<file path="config.mk">
export PLATFORM = sky130hd
export DESIGN_NAME = psum_collector
export DESIGN_NICKNAME = d
export VERILOG_FILES = /design/src/rtl/cnn_pkg.sv /design/src/rtl/psum_fifo.sv /design/src/rtl/psum_collector.sv
export SDC_FILE = /design/constraint.sdc
export NUM_CORES = 1
export LEC_CHECK = 0
export ABC_AREA = 1
export BUFFER_PORTS_ARGS = -buffer_cell sky130_fd_sc_hd__buf_2
export CORE_MARGIN = 4
export CORE_UTILIZATION = 55
export CTS_CLUSTER_DIAMETER = 100
export CTS_CLUSTER_SIZE = 10
export DETAILED_ROUTE_END_ITERATION = 16
export PLACE_DENSITY = 0.83
export SLEW_MARGIN = 20
export SYNTH_ARGS = -nofsm -noshare
export SYNTH_HDL_FRONTEND = slang
export SYNTH_SLANG_ARGS = --single-unit
</file>
<file path="constraint.sdc">
create_clock -name CLK -period 6.95 [get_ports CLK]
set_clock_uncertainty 0.2 [all_clocks]
set_input_delay 1.39 -clock CLK [delete_from_list [all_inputs] [get_ports CLK]]
set_output_delay 1.39 -clock CLK [all_outputs]
set_load 0.05 [all_outputs]
</file>
<file path="src/rtl/cnn_pkg.sv">
// Shared types and lane arithmetic for the PE-mesh output path.
package cnn_pkg;

   typedef enum logic [1:0] {StIdle, StAccum, StDrain} state_e;

   localparam int unsigned LaneW = 16;
   localparam logic [LaneW-1:0] LaneMax = {1'b0, {(LaneW-1){1'b1}}};
   localparam logic [LaneW-1:0] LaneMin = {1'b1, {(LaneW-1){1'b0}}};

   // Returns {overflow, clamped sum} for one signed lane.
   function automatic logic [LaneW:0] sat_add(input logic [LaneW-1:0] a,
                                              input logic [LaneW-1:0] b);
      logic [LaneW:0] s;
      logic           ovf;
      s   = {a[LaneW-1], a} + {b[LaneW-1], b};
      ovf = s[LaneW] ^ s[LaneW-1];
      if (!ovf) return {1'b0, s[LaneW-1:0]};
      return {1'b1, s[LaneW] ? LaneMin : LaneMax};
   endfunction

endpackage

</file>
<file path="src/rtl/psum_fifo.sv">
// Show-ahead FIFO holding completed result vectors; head reads 0 when empty.
module psum_fifo #(
   parameter int unsigned DW  = 64,
   parameter int unsigned LOG = 2
) (
   input  logic          clk,
   input  logic          rst_n,
   input  logic          push,
   input  logic [DW-1:0] push_data,
   input  logic          pop,
   output logic [DW-1:0] head,
   output logic [LOG:0]  count,
   output logic          full,
   output logic          empty
);

   localparam int unsigned Depth = 1 << LOG;

   logic [DW-1:0]  mem_q [Depth];
   logic [LOG-1:0] wr_ptr_q, rd_ptr_q;
   logic [LOG:0]   count_q;
   logic           do_push, do_pop;

   assign full    = (count_q == (LOG+1)'(Depth));
   assign empty   = (count_q == '0);
   assign count   = count_q;
   assign do_push = push && !full;
   assign do_pop  = pop && !empty;
   assign head    = empty ? '0 : mem_q[rd_ptr_q];

   always_ff @(posedge clk) begin
      if (!rst_n) begin
         wr_ptr_q <= '0;
         rd_ptr_q <= '0;
         count_q  <= '0;
      end else begin
         if (do_push) wr_ptr_q <= wr_ptr_q + 1'b1;
         if (do_pop)  rd_ptr_q <= rd_ptr_q + 1'b1;
         count_q <= count_q + {{LOG{1'b0}}, do_push} - {{LOG{1'b0}}, do_pop};
      end
   end

   always_ff @(posedge clk) begin
      if (do_push) mem_q[wr_ptr_q] <= push_data;
   end

endmodule

</file>
<file path="src/rtl/psum_collector.sv">
// Accumulates per-row partial sums over N passes and queues result vectors.
// Define PSUM_SATURATE_EN for clamping lane adds with a sticky overflow flag.
module psum_collector
   import cnn_pkg::*;
#(
   parameter int unsigned depth    = 2,
   parameter int unsigned D        = 1 << depth,
   parameter int unsigned W        = LaneW,
   parameter int unsigned PASS_W   = 8,
   parameter int unsigned VEC_W    = 12,
   parameter int unsigned FIFO_LOG = 2
) (
   input  logic              CLK,
   input  logic              RSTn,
   input  logic              start,
   input  logic [PASS_W-1:0] numPasses,
   input  logic [VEC_W-1:0]  numVectors,
   input  logic [W*D-1:0]    psIn,
   input  logic              psValid,
   output logic              psReady,
   output logic [W*D-1:0]    outData,
   output logic              outValid,
   input  logic              outReady,
   output logic              busy,
   output logic              done,
   output logic              overflow
);

   state_e            state_q;
   logic [PASS_W-1:0] pass_last_q, pass_cnt_q;
   logic [VEC_W-1:0]  vec_last_q, vec_cnt_q;
   logic [W-1:0]      acc_q [D];
   logic [W*D-1:0]    sum;
   logic              done_q;
   logic              accept, last_pass, last_vec, push, pop;
   logic [FIFO_LOG:0] fifo_count;
   logic              fifo_full, fifo_empty;

   assign psReady   = (state_q == StAccum) && !fifo_full;
   assign accept    = psValid && psReady;
   assign last_pass = (pass_cnt_q == pass_last_q);
   assign last_vec  = (vec_cnt_q == vec_last_q);
   assign push      = accept && last_pass;
   assign outValid  = !fifo_empty;
   assign pop       = outValid && outReady;
   assign busy      = (state_q != StIdle);
   assign done      = done_q;

`ifdef PSUM_SATURATE_EN
   logic [D-1:0] lane_ovf;
   logic         ovf_q;
   assign overflow = ovf_q;
`else
   assign overflow = 1'b0;
`endif

   for (genvar i = 0; i < D; i++) begin : g_lane
      logic [W-1:0] in_lane;
      assign in_lane = psIn[W*(i+1)-1 -: W];
`ifdef PSUM_SATURATE_EN
      logic [W:0] res;
      assign res                  = sat_add(acc_q[i], in_lane);
      assign sum[W*(i+1)-1 -: W] = res[W-1:0];
      assign lane_ovf[i]          = res[W];
`else
      assign sum[W*(i+1)-1 -: W] = acc_q[i] + in_lane;
`endif
   end

   always_ff @(posedge CLK) begin
      if (!RSTn) begin
         state_q     <= StIdle;
         pass_last_q <= '0;
         pass_cnt_q  <= '0;
         vec_last_q  <= '0;
         vec_cnt_q   <= '0;
         done_q      <= 1'b0;
         for (int i = 0; i < D; i++) acc_q[i] <= '0;
`ifdef PSUM_SATURATE_EN
         ovf_q <= 1'b0;
`endif
      end else begin
         done_q <= 1'b0;
         case (state_q)
            StIdle: begin
               if (start) begin
                  // Zero counts behave as one.
                  pass_last_q <= (numPasses == '0) ? '0 : numPasses - PASS_W'(1);
                  vec_last_q  <= (numVectors == '0) ? '0 : numVectors - VEC_W'(1);
                  pass_cnt_q  <= '0;
                  vec_cnt_q   <= '0;
                  for (int i = 0; i < D; i++) acc_q[i] <= '0;
`ifdef PSUM_SATURATE_EN
                  ovf_q <= 1'b0;
`endif
                  state_q <= StAccum;
               end
            end
            StAccum: begin
               if (accept) begin
                  if (last_pass) begin
                     // The final sum goes straight into the FIFO, not through acc.
                     for (int i = 0; i < D; i++) acc_q[i] <= '0;
                     pass_cnt_q <= '0;
                     vec_cnt_q  <= vec_cnt_q + VEC_W'(1);
                     if (last_vec) state_q <= StDrain;
                  end else begin
                     for (int i = 0; i < D; i++) acc_q[i] <= sum[W*i +: W];
                     pass_cnt_q <= pass_cnt_q + PASS_W'(1);
                  end
`ifdef PSUM_SATURATE_EN
                  ovf_q <= ovf_q | (|lane_ovf);
`endif
               end
            end
            StDrain: begin
               if (fifo_empty || (fifo_count == (FIFO_LOG+1)'(1) && pop)) begin
                  done_q  <= 1'b1;
                  state_q <= StIdle;
               end
            end
            default: state_q <= StIdle;
         endcase
      end
   end

   psum_fifo #(
      .DW  (W*D),
      .LOG (FIFO_LOG)
   ) u_fifo (
      .clk       (CLK),
      .rst_n     (RSTn),
      .push      (push),
      .push_data (sum),
      .pop       (pop),
      .head      (outData),
      .count     (fifo_count),
      .full      (fifo_full),
      .empty     (fifo_empty)
   );

endmodule

</file>
==> results summary, run 1 <==
The run finished with clean final reports. The proportion of total power due to net switching came out at 38.83%. The fraction of synthesis flops using an asynchronous set or reset pin came out at 0%.

After legalization and detailed placement, the total HPWL measured 28.50 mm. The count of unresolved DRC violations after routing came out at 0. For this configuration, the core starts out at a cell density of about 56%. The number of DRC markers in iteration 0 came out at between 1k and 1.5k. In the synthesized netlist, the number of instances is 1982. The arrival time reported for the critical path endpoint came out at ~3.4 ns. The post-layout worst setup margin came out at a little under 2 ns. The number of fillers in the final layout is around 2.6k. The relative area change from synthesis to final layout came out at 12.72%. TritonCTS created 43 clock buffers. The most used flip-flop cell after synthesis is sky130_fd_sc_hd__edfxtp_1. The total number of vias is about 14k. The first-pass detailed-route iteration total came out at 8. The number of antenna repair diodes came out at 0. The normalized max-slew margin came out at about a third. The via-per-instance ratio came out at around 5.5. The maximum vdd drop is between 0.2 and 0.25 mV. The share of total power dissipated in the clock network is ~28%. The area of placed instances came out at between 0.015 and 0.02 mm². Per report_power, the sequential group accounts for 38.0% of the total. Walking the worst path, the cells encountered are clkinv_2 -> buf_4 -> o21ai_0 -> a21oi_1 -> buf_2. The worst setup path is of the reg2out kind. The average wire per cell in the routed design is around 17 µm.

The number of nets with antenna violations after routing is 0. The clock-pin transition on the worst setup and hold timing paths came out at ~0.06 ns. The shortest clock period the worst path allows after layout is 4.964 ns. The fraction of final layout cells with drive strength greater than 1 came out at about 11%. The worst register-to-register path begins at pass_cnt_q[2].

The final net count is around 2.3k. The switching component of the power is about 2.8 mW. The number of distinct library cells after synthesis is 37. The post-placement setup slack came out at between 2 and 3 ns. The wire length of the first global-routing pass is around 70 mm.

In this run the power density over the cells is 344.1 mW/mm². For hold timing, the worst endpoint is done. The clock sink count is about 370. TritonCTS built the clock tree. The count of buffers added by post-CTS timing repair for setup came out at 0. The final max-slew violation count is 0. The worst setup path is captured at a primary output. Summed over all layers, the global routing overflow is 0. The max-cap violation count is 0. The critical path's largest stage delay is approximately 0.90 ns. The maximum achievable frequency is 0.2014 GHz.

The path category of the worst min-delay check is reg2reg. The area of the placeable core is about 0.033 mm². The routed wire length came out at roughly 44 mm. The site row count is 66. The number of buffers added to fix hold violations after cts is 0. Buffers placed on the I/O ports in this run total 156. The I/O pin count is about 160. The finished layout cell area came out at 0.02091 mm². The worst register-to-register path ends at u_fifo.mem_q[2][40]. Of the synthesized area, sequential elements account for a little under three fifths. The mean cell area of the mapped netlist is about 9.4 µm².

The part of the total power dissipated in combinational logic came out at between 30% and 40%. After synthesis, the cell types taking the most area are sky130_fd_sc_hd__edfxtp_1, sky130_fd_sc_hd__nor2_1, sky130_fd_sc_hd__nand2_1, sky130_fd_sc_hd__dfxtp_1, sky130_fd_sc_hd__ha_1. The number of placed instances, taps included is about 2.5k. The initial antenna violation count is 0. The final worst hold slack is ~0.26 ns. The number of enable-type register cells in the synthesized netlist is between 300 and 400. The die is roughly 190 µm wide. The total power is between 7 and 8 mW. The H-tree depth came out at 2. The post-route non-filler standard cell count came out at around 2.6k. The startpoint kind of the worst setup timing path is a register. The weighted congestion at the end of routability-driven global placement is approximately 0.9. The net count after synthesis came out at 2148. The worst-path maximum fanout is 82. The core utilization of the finished layout came out at between 60% and 70%. The internal portion of total power came out at about 4.4 mW. Summed over all failing endpoints, the final setup total negative slack is 0 ns.

In this run the clock root is driven by a sky130_fd_sc_hd__clkbuf_16. The number of cells on the worst hold path is 1. For the pin with the worst max-slew slack, the measured transition is 1.021 ns. The cell type contributing the most total cell area after synthesis is sky130_fd_sc_hd__edfxtp_1.

The cell area after synthesis came out at approximately 0.019 mm². The all-layer global routing usage is a little under a quarter. The cell with the largest stage delay on the worst path is sky130_fd_sc_hd__clkinv_2. Counting flops and latches in the post-synthesis netlist gives ~370. The cell depth of the worst flop-to-flop path came out at 6.

In this run the most critical hold path is launched from state_q[0]. After layout, the worst path uses 71.43% of the clock period. The area of the die came out at approximately 0.037 mm².

The proportion of netlist area held by the largest area contributor came out at between 50 and 60%. The final-report setup violation count is 0. The number of warning messages in the yosys log came out at 0. The static leakage power is 8.722 nW. The required time at the worst-slack endpoint is between 5 and 6 ns. The clock latency of the later-clocked register in the worst-skew pair came out at about 0.54 ns. Setup repair after global routing left no endpoint under its margin. The number of hold violations in the final report was 0. The number of global-route vias before repair came to 14.09k. The die is 191.6 µm tall.

The largest buffer count on any clock path is 3. Entering global routing, the biggest net connects 90 pins. For flop-to-flop paths, the worst setup slack is 3.77 ns. The number of gates resized after cts is 0.
[cells in the final DEF, fill, tap and decap left out, drive strengths merged, types with 14 or more instances in the layout]
cell    synthesis  layout
clkbuf         25      59
nand3          81      81
nor3           14      14
xor2           38      38
nor2          409     409
dfxtp          52      52
buf            42     166
xnor2          20      20
ha             72      72
o21ai         176     176
inv           190     191
a21oi         169     169
edfxtp        320     320
nand2         303     303
nand3b         14      14
[critical path, delay by kind of cell, from the launching register on]
kind | cells | cell delay (ns)
buf+inv | 3 | 1.77
flops | 1 | 0.63
compound gates | 2 | 0.40
[flip-flops by register name, summed over array words and instances, names as in the netlist, named ones only]
signal / count
u_fifo.count: 3
pass_cnt_q: 8
state_q: 2
acc_q: 64
u_fifo.mem_q: 256
done: 1
vec_cnt_q: 12
u_fifo.rd_ptr_q: 2
pass_last_q: 8
u_fifo.wr_ptr_q: 2
vec_last_q: 12
[cells by family (layout without fill, tap and decap cells)]
family / Yosys count / count (layout) / synth area share (%)
AO/OA/AOI/OAI: 372 / 372 / 10.30
XOR/XNOR: 58 / 58 / 2.739
adder cells (fa/ha/maj): 77 / 77 / 5.397
buffers and inverters: 258 / 418 / 5.484
flip-flops: 372 / 372 / 57.42
other: 1 / 1 / 0.02022
AND/OR/NAND/NOR: 844 / 844 / 18.64
[metal layers]
| layer | wire length (µm) | up-vias | track usage [%] |
|---|---|---|---|
| li1 | - | 6960 | - |
| met1 | 18700 | 6702 | 31.86 |
| met2 | 21080 | 530 | 40.55 |
| met3 | 3131 | 94 | 3.435 |
| met4 | 1165 | 0 | 6.906 |
| met5 | 0 | - | 0 |
[synthesized netlist by cell type (2+ instances only)]
| cell type | instances |
|---|---|
| sky130_fd_sc_hd__buf_6 | 2 |
| sky130_fd_sc_hd__nand3_2 | 2 |
| sky130_fd_sc_hd__clkbuf_1 | 25 |
| sky130_fd_sc_hd__inv_1 | 184 |
| sky130_fd_sc_hd__nor2_4 | 2 |
| sky130_fd_sc_hd__xnor2_1 | 20 |
| sky130_fd_sc_hd__o21ai_1 | 3 |
| sky130_fd_sc_hd__nor3_1 | 14 |
| sky130_fd_sc_hd__buf_1 | 15 |
| sky130_fd_sc_hd__nand3_1 | 78 |
| sky130_fd_sc_hd__nand2_2 | 3 |
| sky130_fd_sc_hd__a21oi_1 | 169 |
| sky130_fd_sc_hd__buf_2 | 24 |
| sky130_fd_sc_hd__o21bai_1 | 4 |
| sky130_fd_sc_hd__ha_1 | 72 |
| sky130_fd_sc_hd__nor2_2 | 3 |
| sky130_fd_sc_hd__fa_1 | 5 |
| sky130_fd_sc_hd__dfxtp_1 | 52 |
| sky130_fd_sc_hd__nor4_1 | 6 |
| sky130_fd_sc_hd__a21o_1 | 7 |
| sky130_fd_sc_hd__nand3b_1 | 14 |
| sky130_fd_sc_hd__or2_2 | 8 |
| sky130_fd_sc_hd__inv_2 | 6 |
| sky130_fd_sc_hd__nor2_1 | 404 |
| sky130_fd_sc_hd__nand4_1 | 9 |
| sky130_fd_sc_hd__o22ai_1 | 12 |
| sky130_fd_sc_hd__edfxtp_1 | 320 |
| sky130_fd_sc_hd__xor2_1 | 38 |
| sky130_fd_sc_hd__o21ai_0 | 173 |
| sky130_fd_sc_hd__nand2_1 | 299 |
| sky130_fd_sc_hd__a31oi_1 | 3 |
[power groups by stage]
stage	Combinational [mW]	Sequential (mW)	Clock, mW
2_1_floorplan	1.83	2.74	0
3_3_place_gp	2.37	2.77	0
3_5_place_dp	2.43	2.78	0
4_1_cts	2.45	2.74	2.03
5_1_grt	2.66	2.75	2.13
6_report	2.45	2.74	2.01
[final cells by class]
type                    instances  area [µm²]  area share, %
multi-input cells            1352        6918          33.09
flip-flops and latches        372       10660          50.96
repair buffers                166       855.8          4.093
clock buffers                  59        1179          5.637
clock inverters                 2       28.78         0.1376
inverters                     191       718.2          3.435
well taps                     442       553.0          2.645
[worst max-delay path by stage]
stage	startpoint	to	slack, ns	cells after the start
6_report	register	outData[39]	1.99	5
5_1_grt	register	outData[62]	1.70	5
4_1_cts	register	outData[40]	2.04	5
3_5_place_dp	register	outData[40]	2.63	5
3_3_place_gp	register	outData[61]	2.73	5
2_1_floorplan	psValid	u_fifo.mem_q[0][0]	1.66	5
No activity file was read; power rests on OpenSTA's default activity.
==> run 2, diff against run 1 <==
--- a/config.mk
+++ b/config.mk
@@ -8,11 +8,11 @@
 export ABC_AREA = 1
 export BUFFER_PORTS_ARGS = -buffer_cell sky130_fd_sc_hd__buf_2
 export CORE_MARGIN = 4
-export CORE_UTILIZATION = 55
+export CORE_UTILIZATION = 54
 export CTS_CLUSTER_DIAMETER = 100
 export CTS_CLUSTER_SIZE = 10
 export DETAILED_ROUTE_END_ITERATION = 16
-export PLACE_DENSITY = 0.83
+export PLACE_DENSITY = 0.85
 export SLEW_MARGIN = 20
 export SYNTH_ARGS = -nofsm -noshare
 export SYNTH_HDL_FRONTEND = slang
==> constraint.sdc (replaced) <==
create_clock -name CLK -period 4.5 [get_ports CLK]
set_clock_uncertainty 0.2 [all_clocks]
set_input_delay 0.9 -clock CLK [delete_from_list [all_inputs] [get_ports CLK]]
set_output_delay 0.9 -clock CLK [all_outputs]
set_load 0.05 [all_outputs]
==> run 2 against run 1 <==
Compared with the run above:
- sequential cell count unchanged
- via count grew 0.97%
- clock power rose by 51%
- critical path depth did not move
- first-iteration DRC count increased by 15%
- worst setup slack lost 1.1 ns
==> results summary, run 2 (synthesized netlist as in run 1, its figures left out) <==
The number of global-route vias before repair is approximately 14k. The count of buffers added by post-CTS timing repair for setup is 0. Summing internal, switching and leakage power gives roughly 11 mW. The endpoint kind of the worst setup timing path is a primary output. Global routing used about 23% of the available tracks. The routed wire length is 43.60 mm. The required time at the worst-slack endpoint is ~3.4 ns. The arrival time reported for the critical path endpoint is about 2.5 ns. The average wire per cell in the routed design came out at between 15 and 20 µm. After floorplanning, the core was sized to cover between 0.03 and 0.04 mm².

Dividing total power by cell area gives a power density of 528.5 mW/mm². In this run the static leakage power is just under 9 nW. The max-cap violation count came out at 0. The first-pass detailed-route iteration total came out at 6. The maximum achievable frequency came out at approximately 0.28 GHz. The die extent in y came out at between 150 and 200 µm.

The worst-path maximum fanout came out at 100. The weighted congestion at the end of routability-driven global placement is around 0.95. The clock latency of the later-clocked register in the worst-skew pair came out at 0.53 ns. The I/O pin count came out at between 150 and 200.

The total number of vias came out at 14.42k. The site row count is 67. Along the worst hold path, the cell count comes to 1. The finished layout cell area came out at 0.02098 mm². The number of fillers in the final layout came out at between 2k and 3k. The startpoint kind of the worst setup timing path is a register. Across the VDD grid, the largest voltage drop is 0.3058 mV.

The post-route netlist has between 10% and 20% of its cells at a drive strength greater than 1. The total clock buffers created by CTS is 43. The largest buffer count on any clock path came out at 3. The die covers roughly 0.037 mm². For the worst flop-to-flop path, the logic depth is 7. The clock drives 372 sinks. The top cell types in the final layout, fill and taps aside, are sky130_fd_sc_hd__nor2_1, sky130_fd_sc_hd__edfxtp_1, sky130_fd_sc_hd__nand2_1. The critical path start-end classification is reg2out. The shortest clock period the worst path allows after layout is 3.598 ns. The largest net degree at the start of global routing came out at ~130. The first global-routing pass estimated approximately 70 mm of wire. The path category of the worst min-delay check is reg2reg. The number of flip-flops in the largest register came out at ~260. The final period utilization is 79.96%. The final-report setup violation count is 0. The number of nets with antenna violations after routing is 0. The number of DRC markers in iteration 0 is about 1.3k.

The area of combinational cells with multiple inputs is 0.006918 mm². The final max-slew violation count is 0. The via-per-instance ratio came out at between 5 and 6. The internal reg-to-reg setup slack came out at ~1.8 ns. More flip-flops sit in one register than any other, and that register is u_fifo.mem_q. The flip-flop and latch area is between 0.01 and 0.015 mm².

The half-perimeter wire length after detailed placement came out at 29.01 mm. Headroom to the max-slew limit came out at roughly 44%. The number of hold violations in the final report came out at 0. The count of input and output buffers came out at roughly 160.

Compared with the post-synthesis result, the final layout area differs by 13.13%. The transition at the pin with the smallest max-transition slack is 0.8319 ns. The initial antenna violation count came out at 0. The final net count is around 2.3k. The count of unresolved DRC violations after routing came out at 0. CTS placed an instance of sky130_fd_sc_hd__clkbuf_16 at the clock tree root. The global-route congestion overflow total came out at 0. The run finished with clean final reports. The initial standard-cell utilization of the core came out at between 50% and 60%. The area of placed instances is between 0.015 and 0.02 mm². The largest registers in the layout are u_fifo.mem_q: 256 flops, acc_q: 64 flops. The H-tree depth is 2. The number of antenna repair diodes is 0.

The number of gates resized after cts is 0. The leading cell type in the layout, fill and taps excluded is sky130_fd_sc_hd__nor2_1. Setup repair after global routing left no endpoint under its margin. The number of buffers added to fix hold violations after cts came out at 0. The die boundary width came out at about 190 µm.

The clock-pin transition on the worst setup and hold timing paths came out at approximately 0.070 ns. TritonCTS built the clock tree.
run 2: cell count changes in the layout (fill, tap and decap cells not counted), sizes merged:
cell / before / now
buf: 166 / 169
clkbuf: 59 / 56
inv: 191 / 192
run 2: final timing paths:
check | start | endpoint
worst min register to register | state_q[0] | done
worst min-delay path | state_q[0] | done
worst max-delay path | register | outData[0]
worst max register to register | u_fifo.count[0] | u_fifo.mem_q[1][59]
run 2: report_power, final:
group	internal, mW	total [mW]	switching (mW)
combinational	0.896	3.85	2.96
clock	1.76	3.04	1.28
sequential	4.12	4.19	0.0738
run 2: metrics by stage:
stage          instances  util (%)  setup TNS [ns]  setup slack, ns  hold slack [ns]
2_1_floorplan       1982         -          -75.82          -0.2962           0.2220
3_3_place_gp        2532     58.77               0            1.522           0.2480
3_5_place_dp        2532     58.77               0            1.476           0.2411
4_1_cts             2591     62.27               0           0.9121           0.2531
5_1_grt             2591     62.27               0           0.7625           0.2757
6_report            2591     62.27               0           0.9017           0.2518
run 2: critical path: stages (launching register included):
cell,delay [ns]
sky130_fd_sc_hd__dfxtp_4,0.36
sky130_fd_sc_hd__inv_2,0.34
sky130_fd_sc_hd__buf_12,0.38
sky130_fd_sc_hd__o21ai_0,0.18
sky130_fd_sc_hd__a21oi_1,0.31
sky130_fd_sc_hd__buf_2,0.33
run 2: metal layers:
| layer | share of wire, % | track usage (%) |
|---|---|---|
| met5 | 0 | 0 |
| met4 | 2.5 | 6.530 |
| met3 | 7.6 | 3.166 |
| met2 | 49 | 39.48 |
| met1 | 41 | 29.88 |
run 2: final cells by class:
| class | count | area share (%) |
|---|---|---|
| Sequential cell | 372 | 50.78 |
| Multi-Input combinational cell | 1352 | 32.97 |
| Clock buffer | 56 | 5.462 |
| Timing Repair Buffer | 169 | 4.544 |
| Inverter | 191 | 3.417 |
| Tap cell | 448 | 2.671 |
| Clock inverter | 3 | 0.1610 |
==> run 3, diff against run 2 <==
--- a/config.mk
+++ b/config.mk
@@ -5,14 +5,14 @@
 export SDC_FILE = /design/constraint.sdc
 export NUM_CORES = 1
 export LEC_CHECK = 0
-export ABC_AREA = 1
+export ABC_AREA = 0
 export BUFFER_PORTS_ARGS = -buffer_cell sky130_fd_sc_hd__buf_2
 export CORE_MARGIN = 4
-export CORE_UTILIZATION = 54
+export CORE_UTILIZATION = 55
 export CTS_CLUSTER_DIAMETER = 100
 export CTS_CLUSTER_SIZE = 10
 export DETAILED_ROUTE_END_ITERATION = 16
-export PLACE_DENSITY = 0.85
+export PLACE_DENSITY = 0.84
 export SLEW_MARGIN = 20
 export SYNTH_ARGS = -nofsm -noshare
 export SYNTH_HDL_FRONTEND = slang
==> constraint.sdc (replaced) <==
create_clock -name CLK -period 3.6 [get_ports CLK]
set_clock_uncertainty 0.2 [all_clocks]
set_input_delay 0.72 -clock CLK [delete_from_list [all_inputs] [get_ports CLK]]
set_output_delay 0.72 -clock CLK [all_outputs]
set_load 0.05 [all_outputs]
==> run 3 against run 2 <==
Compared with the run above:
- die area decreased by 7.9%
- synthesized cell count decreased by 39%
- critical endpoint is now outData[14]
- critical path depth decreased by 1
- largest cell class unchanged
- via count decreased by 28%
- utilization increased by 2.1 points
- synthesized area decreased by 6.6%
- register-to-register slack got worse by 1.3 ns
==> results summary, run 3 <==
The flow ran to the end, and the final reports show no timing, DRC or antenna violations. The final-report setup violation count is 0. Yosys mapped a number of flops with a built-in enable equal to between 300 and 400. The sequential-to-total area share from yosys stat came out at between 60% and 70%.

The largest registers in the layout are u_fifo.mem_q: 256 flops, acc_q: 64 flops. Dividing the final minimum period by the clock period gives a little over nine tenths. The count of buffers added by post-CTS timing repair for setup is 0. Along the worst path, the maximum fanout reaches 19. The via-per-instance ratio came out at 5.783. The path category of the worst min-delay check is in2reg. Summing over every cut layer, the via total after detailed routing is a little over 10k. The clock-pin transition on the worst setup and hold timing paths came out at around 0.060 ns. The most flop-heavy register is u_fifo.mem_q. Leaving out fill and tap cells, the most frequent cells in the layout are sky130_fd_sc_hd__edfxtp_1, sky130_fd_sc_hd__buf_2, sky130_fd_sc_hd__and2_1. The cell with the largest stage delay on the worst path is sky130_fd_sc_hd__dfxtp_4. The most instantiated library cell after synthesis is sky130_fd_sc_hd__edfxtp_1. The number of nets with antenna violations after routing came out at 0. The critical path's largest stage delay came out at 0.64 ns.

The number of flip-flops in the largest register is ~260. Relative to the synthesized area, the layout overhead comes to 14.42%. Sorting the synthesized cells by area gives the leading types as sky130_fd_sc_hd__edfxtp_1, sky130_fd_sc_hd__mux4_2, sky130_fd_sc_hd__dfxtp_1, sky130_fd_sc_hd__ha_1, sky130_fd_sc_hd__and2_1. Once the floorplan was initialized, standard cells occupied a little under three fifths of the core. The total power came out at 13.37 mW. The H-tree depth is 2. The count of unresolved DRC violations after routing is 0. After layout, the minimum clock period comes to between 3 and 4 ns. The proportion of netlist area held by the largest area contributor is between 50% and 60%.

The cell area after synthesis came out at 0.01733 mm². The number of hold violations in the final report came out at 0. The routed wire length came out at about 35 mm. The met2 capacity usage during global routing came out at between 30% and 40%. The number of clock buffers added by TritonCTS is between 40 and 50. The area of the placeable core came out at around 0.03 mm². The critical path start-end classification is reg2out.

The largest buffer count on any clock path is 3. The TritonCTS clock tree is yes. The max-cap violation count came out at 0. The ratio of total power to cell area is ~670 mW/mm². The arrival time reported for the critical path endpoint came out at around 2.5 ns. The number of DRC markers in iteration 0 came out at 847.

Traced cell by cell, the critical path runs through buf_4 -> mux4_2 -> and2_1 -> buf_2. The number of distinct library cells after synthesis came out at 65. The required time at the worst-slack endpoint came out at about 2.7 ns.

The pre-antenna-repair detailed-routing pass consisted of 5 iterations. The die extent in y is about 190 µm. Setup repair after global routing left no endpoint under its margin. Detailed placement ended at an HPWL of between 20 and 25 mm. The all-layer global routing usage is 20.38%. The wire length of the first global-routing pass came out at around 55 mm. The area of combinational cells with multiple inputs came out at between 0.006 and 0.007 mm². The number of gates resized after CTS was 0. The final max-slew violation count came out at 0. The area of the die is 0.03442 mm². The met3 capacity usage during global routing came out at ~3.4%. The global-route congestion overflow total came out at 0.

The finished layout cell area is 0.01983 mm². about 160 I/O pins were placed. The kind of cell adding the most delay to the critical path is flip-flops.

The number of buffers added to fix hold violations after cts came out at 0. The post-synthesis cell count came out at approximately 1.2k. The initial antenna violation count is 1.

IR analysis of the VDD net gives a maximum drop of ~0.39 mV. Global routing used a little over a quarter of the available met1 tracks. Counting instances in the post-synthesis netlist gives the leading cell types as sky130_fd_sc_hd__edfxtp_1, sky130_fd_sc_hd__and2_1, sky130_fd_sc_hd__ha_1.

The count of input and output buffers came out at approximately 160. The setup TNS after final layout came out at 0 ns. The weighted congestion at the end of routability-driven global placement came out at ~0.87. Of all cell types, the one taking the most synthesized area is sky130_fd_sc_hd__edfxtp_1. The number of global-route vias before repair came to 10.64k. The transition at the pin with the smallest max-transition slack is between 0.8 and 0.9 ns. The clock latency of the later-clocked register in the worst-skew pair is 0.52 ns. The die is 185.5 µm wide.

Leaving out fill and tap cells, the most frequent cell in the layout is sky130_fd_sc_hd__edfxtp_1. In the final routed layout, each cell accounts on average for just under 20 µm. STA classifies the critical path endpoint as a primary output. The layer flagged by global routing as most heavily used is met2.

For this run, the share of the core covered by cells in the final layout is 64.33%. Summed over all cells, the static leakage comes to about 7.5 nW. The most used flip-flop cell after synthesis is sky130_fd_sc_hd__edfxtp_1. The number of fillers in the final layout is roughly 2.2k. The site row count is 64. The clock sink count came out at about 370.

On the final layout, the worst hold slack is 0.2541 ns. The fraction of synthesis flops using an asynchronous set or reset pin is 0%. In this run the tightest slew margin relative to its limit is roughly two fifths. When the netlist entered floorplanning its net count stood at ~1.4k. The largest net degree at the start of global routing is 58. After the last flow step, the layout net total stands at between 1.5k and 2k. The maximum achievable frequency came out at 0.2929 GHz. The worst path buffer plus inverter count is 2. The flip-flop and latch area is 0.01066 mm². The number of warning messages in the yosys log came out at 0. The number of antenna repair diodes is 0. The mean cell area of the mapped netlist came out at approximately 14 µm².

The area of placed instances is ~0.019 mm². The clock root buffer master is sky130_fd_sc_hd__clkbuf_16. The startpoint kind of the worst setup timing path is a register. Synthesis inferred 372 register bits. The fraction of final layout cells with drive strength greater than 1 is between 20 and 25%.
## run 3: changes by cell type after synthesis, sizes merged, moves of 11 or more
| cell | before | now |
|---|---|---|
| inv | 190 | 24 |
| xor2 | 38 | 49 |
| buf | 42 | 11 |
| nand2 | 303 | 63 |
| xnor2 | 20 | 66 |
| and2 | 0 | 134 |
| mux4 | 0 | 64 |
| a21oi | 169 | 42 |
| nor2 | 409 | 43 |
| a21o | 7 | 25 |
| and3 | 0 | 13 |
| o21ai | 176 | 45 |
| nand3 | 81 | 16 |
| nand3b | 14 | 1 |
## run 3: path summary, 6_finish.rpt
check	to	from	slack, ns	depth (start not counted)
worst min register to register	vec_last_q[6]	vec_last_q[6]	0.28	2
worst max register to register	acc_q[2][14]	acc_q[2][0]	0.59	8
worst max-delay path	outData[14]	register	0.19	4
worst min-delay path	vec_last_q[0]	numVectors[0]	0.25	2
## run 3: area by class of cell
type	instances	share of cell area (%)
flip-flops and latches	372	53.73
multi-input cells	762	32.26
clock buffers	58	5.709
repair buffers	177	5.236
well taps	396	2.498
inverters	24	0.4795
clock inverters	2	0.08832
## run 3: cells by family after synthesis
kind of cell	Yosys count	share of synthesized area (%)
flops	372	61.45
xor+xnor	115	5.811
mux	70	8.670
simple gates	333	10.61
buf+inv	66	1.682
other cells	1	0.02164
compound gates	166	5.984
fa+ha+maj	77	5.775
## run 3: power by group
part           internal [mW]  leakage (nW)  total [mW]  switching (mW)
Clock                   2.16         0.557        3.70            1.54
Combinational           1.43          3.48        4.42            2.99
Sequential              5.11          3.43        5.25           0.138
Total                   8.70          7.47        13.4            4.67
## run 3: layer usage
layer | routed length [µm] | up-vias
li1 | - | 4842
met1 | 14580 | 5158
met2 | 17760 | 291
met3 | 1963 | 64
met4 | 872 | 2
met5 | 13 | -
## run 3: stage by stage
step | instances | setup slack (ns)
floorplan | 1200 | 0.3211
global placement | 1731 | 0.1895
detailed placement | 1731 | 0.1442
CTS | 1791 | 0.1110
global route | 1791 | 0.05340
finish | 1791 | 0.1862
